===== src/rtl/mac_addr_gen.sv =====
// Two-level strided address generator with valid/ready output and line/transfer markers.
// Optional alignment check enabled by defining MAC_ADDR_GEN_ALIGN_CHECK_EN.
module mac_addr_gen #(
    parameter int unsigned ADDR_WIDTH = 32,
    parameter int unsigned CNT_WIDTH  = 16
) (
    input  logic                  clk_i,
    input  logic                  rst_ni,
    input  logic                  clear_i,
    input  logic                  start_i,
    input  logic [ADDR_WIDTH-1:0] base_addr_i,
    input  logic [ADDR_WIDTH-1:0] word_stride_i,
    input  logic [ADDR_WIDTH-1:0] line_stride_i,
    input  logic [CNT_WIDTH-1:0]  line_len_i,
    input  logic [CNT_WIDTH-1:0]  nb_lines_i,
    output logic [ADDR_WIDTH-1:0] addr_o,
    output logic                  addr_valid_o,
    input  logic                  addr_ready_i,
    output logic                  line_last_o,
    output logic                  last_o,
    output logic                  busy_o,
    output logic                  done_o,
    output logic                  err_o
);

    typedef enum logic [1:0] {IDLE, RUN, DONE} state_t;

    state_t                state_q, state_d;
    logic [ADDR_WIDTH-1:0] addr_q, addr_d;
    logic [ADDR_WIDTH-1:0] line_base_q, line_base_d;
    logic [ADDR_WIDTH-1:0] word_stride_q, word_stride_d;
    logic [ADDR_WIDTH-1:0] line_stride_q, line_stride_d;
    logic [CNT_WIDTH-1:0]  word_cnt_q, word_cnt_d;
    logic [CNT_WIDTH-1:0]  line_cnt_q, line_cnt_d;
    logic [CNT_WIDTH-1:0]  line_len_q, line_len_d;
    logic [CNT_WIDTH-1:0]  nb_lines_q, nb_lines_d;
    logic                  err_q, err_d;
    logic                  cfg_err;
    logic                  line_end;
    logic                  xfer_end;

`ifdef MAC_ADDR_GEN_ALIGN_CHECK_EN
    assign cfg_err = |{base_addr_i[1:0], word_stride_i[1:0], line_stride_i[1:0]};
`else
    assign cfg_err = 1'b0;
`endif

    assign line_end = (word_cnt_q == line_len_q - CNT_WIDTH'(1));
    assign xfer_end = line_end && (line_cnt_q == nb_lines_q - CNT_WIDTH'(1));

    assign addr_o       = addr_q;
    assign addr_valid_o = (state_q == RUN);
    assign line_last_o  = (state_q == RUN) && line_end;
    assign last_o       = (state_q == RUN) && xfer_end;
    assign busy_o       = (state_q != IDLE);
    assign done_o       = (state_q == DONE);
    assign err_o        = (state_q == DONE) && err_q;

    always_comb begin
        state_d       = state_q;
        addr_d        = addr_q;
        line_base_d   = line_base_q;
        word_stride_d = word_stride_q;
        line_stride_d = line_stride_q;
        word_cnt_d    = word_cnt_q;
        line_cnt_d    = line_cnt_q;
        line_len_d    = line_len_q;
        nb_lines_d    = nb_lines_q;
        err_d         = err_q;
        unique case (state_q)
            IDLE: begin
                if (start_i) begin
                    addr_d        = base_addr_i;
                    line_base_d   = base_addr_i;
                    word_stride_d = word_stride_i;
                    line_stride_d = line_stride_i;
                    line_len_d    = line_len_i;
                    nb_lines_d    = nb_lines_i;
                    word_cnt_d    = '0;
                    line_cnt_d    = '0;
                    err_d         = cfg_err;
                    if (cfg_err || line_len_i == '0 || nb_lines_i == '0) state_d = DONE;
                    else                                                  state_d = RUN;
                end
            end
            RUN: begin
                if (addr_ready_i) begin
                    if (!line_end) begin
                        word_cnt_d = word_cnt_q + CNT_WIDTH'(1);
                        addr_d     = addr_q + word_stride_q;
                    end else if (!xfer_end) begin
                        word_cnt_d  = '0;
                        line_cnt_d  = line_cnt_q + CNT_WIDTH'(1);
                        line_base_d = line_base_q + line_stride_q;
                        addr_d      = line_base_q + line_stride_q;
                    end else begin
                        state_d = DONE;
                    end
                end
            end
            DONE: begin
                state_d = IDLE;
                err_d   = 1'b0;
            end
            default: state_d = IDLE;
        endcase
        // clear overrides start and any pending handshake
        if (clear_i) begin
            state_d = IDLE;
            err_d   = 1'b0;
        end
    end

    always_ff @(posedge clk_i or negedge rst_ni) begin
        if (!rst_ni) begin
            state_q       <= IDLE;
            addr_q        <= '0;
            line_base_q   <= '0;
            word_stride_q <= '0;
            line_stride_q <= '0;
            word_cnt_q    <= '0;
            line_cnt_q    <= '0;
            line_len_q    <= '0;
            nb_lines_q    <= '0;
            err_q         <= 1'b0;
        end else begin
            state_q       <= state_d;
            addr_q        <= addr_d;
            line_base_q   <= line_base_d;
            word_stride_q <= word_stride_d;
            line_stride_q <= line_stride_d;
            word_cnt_q    <= word_cnt_d;
            line_cnt_q    <= line_cnt_d;
            line_len_q    <= line_len_d;
            nb_lines_q    <= nb_lines_d;
            err_q         <= err_d;
        end
    end

endmodule

===== config.mk =====
export PLATFORM = sky130hd
export DESIGN_NAME = mac_addr_gen
export DESIGN_NICKNAME = d
export VERILOG_FILES = /design/src/rtl/mac_addr_gen.sv
export SDC_FILE = /design/constraint.sdc
export NUM_CORES = 1
export LEC_CHECK = 0
export BUFFER_PORTS_ARGS = -buffer_cell sky130_fd_sc_hd__buf_2
export CAP_MARGIN = 40
export CORE_ASPECT_RATIO = 0.9
export CORE_MARGIN = 3
export CORE_UTILIZATION = 30
export DETAILED_ROUTE_END_ITERATION = 12
export PLACE_DENSITY = 0.58
export SLEW_MARGIN = 20
export SYNTH_ARGS = -nofsm -noshare
export SYNTH_HDL_FRONTEND = slang
export SYNTH_SLANG_ARGS = --single-unit

===== constraint.sdc =====
create_clock -name clk_i -period 3.8 [get_ports clk_i]
set_clock_uncertainty 0.1 [all_clocks]
set_input_delay 0.57 -clock clk_i [delete_from_list [all_inputs] [get_ports clk_i]]
set_output_delay 0.57 -clock clk_i [all_outputs]
set_load 0.02 [all_outputs]

# After elaboration in Yosys (flattened, before gate mapping)
# Index checks and enable logic that the tools add are counted.
# Widths: inputs -> output; s select.
totals:
  out_inout_bits: 38
  in_bits: 133
  register_bits: 195
  wordCells: 72
classes:
  eq_ne: 13
  mux: 27
  n_reduce_logical: 16
  add_sub_neg: 6
ops:
  columns: ["op", "count"]
  rows:
  - ["$mux 32", 6]
  - ["$pmux 32 s2", 2]
  - ["$mux 16", 7]
  - ["$add 32x32->32", 2]
  - ["$pmux 16 s2", 2]
  - ["$add 16x1->16 const B", 2]
  - ["$eq 16x16->1", 2]
  - ["$logic_not 16->1", 2]
  - ["$sub 16x1->16 const B", 2]
  - ["$mux 2", 6]
  - ["$ne 3x2->1 const B", 3]
  - ["$reduce_and 4->1", 2]
  - ["$ne 3x3->1 const B", 2]
  - ["$reduce_and 5->1", 1]
  - ["$logic_and 1x1->1", 4]
  - ["$ne 2x1->1 const B", 2]
  - ["$ne 2x2->1 const B", 2]
  - ["$pmux 2 s2", 1]
  - ["$reduce_and 2->1", 2]
  - ["$reduce_bool 2->1", 2]
  - ["$reduce_bool 3->1", 1]
  - ["$eq 2x1->1 const B", 1]
  - ["$eq 2x2->1 const B", 1]
  - ["$logic_not 2->1", 1]
  - ["other kinds (3)", 4]

# Depth between registers and ports, before layout
depth:
  ltp_word: 8
  mapped_depth: 15
  depth_no_buf: 13

# Worst setup path before layout
# OpenSTA, ideal clock, no wires.
synth_timing:
  path_kind: "flip-flop to flip-flop"
  start: "register nb_lines_q[0]"
  end: "register line_cnt_q[1]"
  synth_period_minus_slack_ps: 3870
  stages_incl_launch_ff: 15
  setup_time_ps: 122
  n_path_buf: 3
  slack_ps: -70
  required_time_ps: 3578
  arrival_time_ps: 3648
  cell_sequence: "dfrtp_1 inv_1 ha_1 or4b_1 clkbuf_1 xnor2_1 nor4b_2 a211oi_1 or4_4 or4b_4 a21o_4 and2_4 buf_6 buf_8 a32o_1"
synth_between:
  elab_chain_cells: 5
synth_lines:
  columns: ["element", "line", "source"]
  rows:
  - ["start, declared", "36", "logic [CNT_WIDTH-1:0] nb_lines_q, nb_lines_d;"]
  - ["start signal, assigned", "135", "nb_lines_q <= nb_lines_d;"]
  - ["$sub 16x1->16", "49", "assign xfer_end = line_end && (line_cnt_q == nb_lines_q - CNT_WIDTH'(1));"]
  - ["$eq 16x16->1", "49", null]
  - ["$logic_and 1x1->1", "49", null]
  - ["$ne 2x2->1 (no source line)", null, null]
  - ["$reduce_and 5->1 (no source line)", null, null]
  - ["end signal, assigned", "133", "line_cnt_q <= line_cnt_d;"]
  - ["end, declared", "34", "logic [CNT_WIDTH-1:0] line_cnt_q, line_cnt_d;"]
# Every way passes these cells.
# A chain may end at the register's enable or synchronous reset.

# Worst setup path after layout
layout_timing:
  start: "register line_len_q[1]"
  end: "output last_o"
layout_between:
  elab_chain_cells: 4
layout_lines:
  columns: ["element", "line", "source"]
  rows:
  - ["start, declared", "35", "logic [CNT_WIDTH-1:0] line_len_q, line_len_d;"]
  - ["start signal, assigned", "134", "line_len_q <= line_len_d;"]
  - ["$sub 16x1->16", "48", "assign line_end = (word_cnt_q == line_len_q - CNT_WIDTH'(1));"]
  - ["$eq 16x16->1", "48", null]
  - ["$logic_and 1x1->1", "49", null]
  - ["$logic_and 1x1->1", "54", "assign last_o = (state_q == RUN) && xfer_end;"]
  - ["end, declared", "20", "output logic last_o,"]
# Every way passes these cells.

==> flow_summary.yaml <==
final_layout:
  nFillCells: 4149
  area_growth_pct: 21.9
  fin_util: 0.376
  final_nets: 1761
  final_cell_mix: "dfrtp_1, buf_2, nand2_1"
  fin_area_sq_um: 15500
  fin_cells: 2113
  final_common_cell: "dfrtp_1"
  area.sequential_sq_um: 4850
  drive_above_1_share: 0.276
  multiInputGateArea_sq_um: 7760
routing:
  firstDrtPassIters: 5
  drtIter0Drc: 1125
  wire_per_inst_um: 19.2
  vias_per_cell: 5.27
  postRouteAntennaNets: 0
  drt_wl_total_mm: 40.6
  vias: 11100
  drc_errors: 0
floorplanning:
  placementRows: 70
  io_pins: 171
  die_y_um: 202
  coreArea_sq_um: 41300
  start_util: 0.309
  die_w_um: 223
  dieArea_sq_um: 45000
placed_design:
  place_congestion: 0.855
  io_buffers: 169
  pre_cts_slack_ps: -26.6
  dp_cells: 2064
  placed_area_sq_um: 14500
  dp.final_hpwl_mm: 30.2
flow_run:
  cap_violations: 0
power_and_ir_drop:
  p_leak_nw: 6.70
  peakVddDrop_uv: 406
  power_density_nw_per_um2: 672
global_route:
  grt_pass1_vias: 11100
  antenna_found_initial: 2
  overflow: 0
  grt_max_degree: 69
  track_usage: 0.174
  grt_pass1_wl_mm: 61.6
worst_setup_path:
  cp_slowest_stage_delay_ps: 400
  worstSetupPathType: "reg2out"
  cp_cell_sequence: "inv_1 -> ha_2 -> or3b_4 -> or2_1 -> or3_4 -> nor3_4 -> o221a_2 -> nand3_4 -> nor2_4 -> inv_4 -> nor2_4 -> buf_6"
  cp_max_fo: 2
  start_kind: "register"
  critical_path_required_ps: 3130
  crit_path_top_delay_cell: "or3_4"
  reg2reg_depth: 11
  cp-end-kind: "primary output"
  crit_top_cell: "nor2_4"
  cp_data_arrival_time_ps: 3110
clock_tree:
  cts_tree: "yes"
  cts.sinks: 194
  hold_buffers: 0
  clkLatencyLatePin_ps: 460
  cts_htree_levels: 4
  clk_pin_slew_ps: 70
  cts-buffers-inserted: 17
  root_buffer: "clkbuf_16"
  cts_buffer_depth: 2
yosys:
  syn_area_sq_um: 12700
  yosys_warnings: 0
  postSynthAreaPerCell_sq_um: 9.39
  synth.area.top_cells: "dfrtp_1, mux2_2, ha_1"
  yosysTopAreaCell: "dfrtp_1"
  syn-num-nets: 1559
  yosysTopAreaCellShare: 0.381
  synth_seq_area_share: 0.381
  synthCells: 1358
  ys_seq_elements: 194
  synth_enable_flop_cells: 0
  async_flop_share: 1.00
  synth.distinct_cells: 87
  synth_flop_cell: "dfrtp_1"
timing:
  fin_ws_ps: 19.9
  post-route-min-period_ps: 3780
  timing.fmax_mhz: 265
  hold_violations: 0
  finalCritPeriodShare: 0.995
  setup-tns-final_ps: 0
  tightest_slew_ps: 719
  relSlewSlack: 0.520
  rsz0062_at_grt: "true"
  drv_slew: 0
  setup_viol: 0
outcome:
  status: "completed"
hold_path:
  hold_path_class: "in2async"
state kept, by name (all words and copies together), names as in the netlist:
signal         count
word_cnt_q        16
line_base_q       32
line_len_q        16
word_stride_q     32
nb_lines_q        16
line_stride_q     32
state_q            2
line_cnt_q        16
addr_o            32
routing by layer:
| metal | wire length, um | global-route usage |
|---|---|---|
| met1 | 19100 | 0.242 |
| met2 | 18000 | 0.269 |
| met3 | 2670 | 0.0435 |
| met4 | 794 | 0.0502 |
| met5 | 20 | 0 |
critical path, delay by kind of cell (launching register included):
kind / cells / cell delay [ps]
adders and majority gates: 1 / 170
DFF: 1 / 390
AOI/OAI and AO/OA: 1 / 260
buffers and inverters: 3 / 260
and+or+nand+nor: 7 / 1560
synthesized netlist by cell type (all sizes together), types with 20 or more instances:
| cell | count |
|---|---|
| nor3 | 31 |
| o21ai | 71 |
| a21oi | 74 |
| and3 | 20 |
| inv | 32 |
| a21o | 33 |
| clkbuf | 43 |
| ha | 66 |
| xor2 | 40 |
| mux2 | 92 |
| xnor2 | 74 |
| nand3 | 24 |
| nor2 | 114 |
| a211oi | 20 |
| a31oi | 21 |
| nand2 | 128 |
| dfrtp | 194 |
final cells by class:
class | instances | area share
multi-input combinational | 1072 | 0.500
sequential | 194 | 0.313
timing repair buffer | 243 | 0.100
tap | 540 | 0.0435
clock buffer | 23 | 0.0308
inverter | 32 | 0.00789
clock inverter | 8 | 0.00508
antenna | 1 | 0.000161
path summary, 6_finish.rpt:
path / startpoint / endpoint / slack (ps)
worst max-delay path: line_len_q[1] / last_o / 20
worst min-delay path: rst_ni / line_base_q[4] / 40
worst max register to register: nb_lines_q[1] / addr_o[6] / 30
worst min register to register: line_base_q[16] / line_base_q[16] / 400
max in group asynchronous: rst_ni / nb_lines_q[11] / 2670
min in group clk_i: clear_i / state_q[0] / 180
metrics by stage:
step | hold slack, ps | total power [mW]
CTS | 37.3 | 10.3
global placement | 370 | 8.36
global route | 59.9 | 11.2
floorplan | 174 | 6.88
detailed placement | 378 | 8.42
finish | 41.7 | 10.4
cell families (layout without fill, tap and decap cells):
logic type	count (synthesis)	in the layout	share of synthesized area
and+or+nand+nor	438	440	0.171
AOI/OAI and AO/OA	346	346	0.180
DFF	194	194	0.381
xor gates and xnor gates	114	114	0.0783
muxes	103	103	0.0899
buffers and inverters	94	306	0.0315
adders and majority gates	68	68	0.0679
other	1	2	0.000294
what timing repair did:
item / in CTS / in global routing
hold endpoints to repair: 0 / 0
setup buffers: 8 / 3
resized for setup: 23 / 41
cloned: 0 / 5
pin swaps: 9 / 5
endpoints found under the setup margin: 8 / 35
report_power, final:
| part | internal (mW) | switching [mW] | leakage [nW] |
|---|---|---|---|
| combinational | 2.42 | 3.22 | 4.11 |
| clock | 0.952 | 0.823 | 0.262 |
| sequential | 2.56 | 0.454 | 2.33 |
No activity file was read; power rests on OpenSTA's default activity.
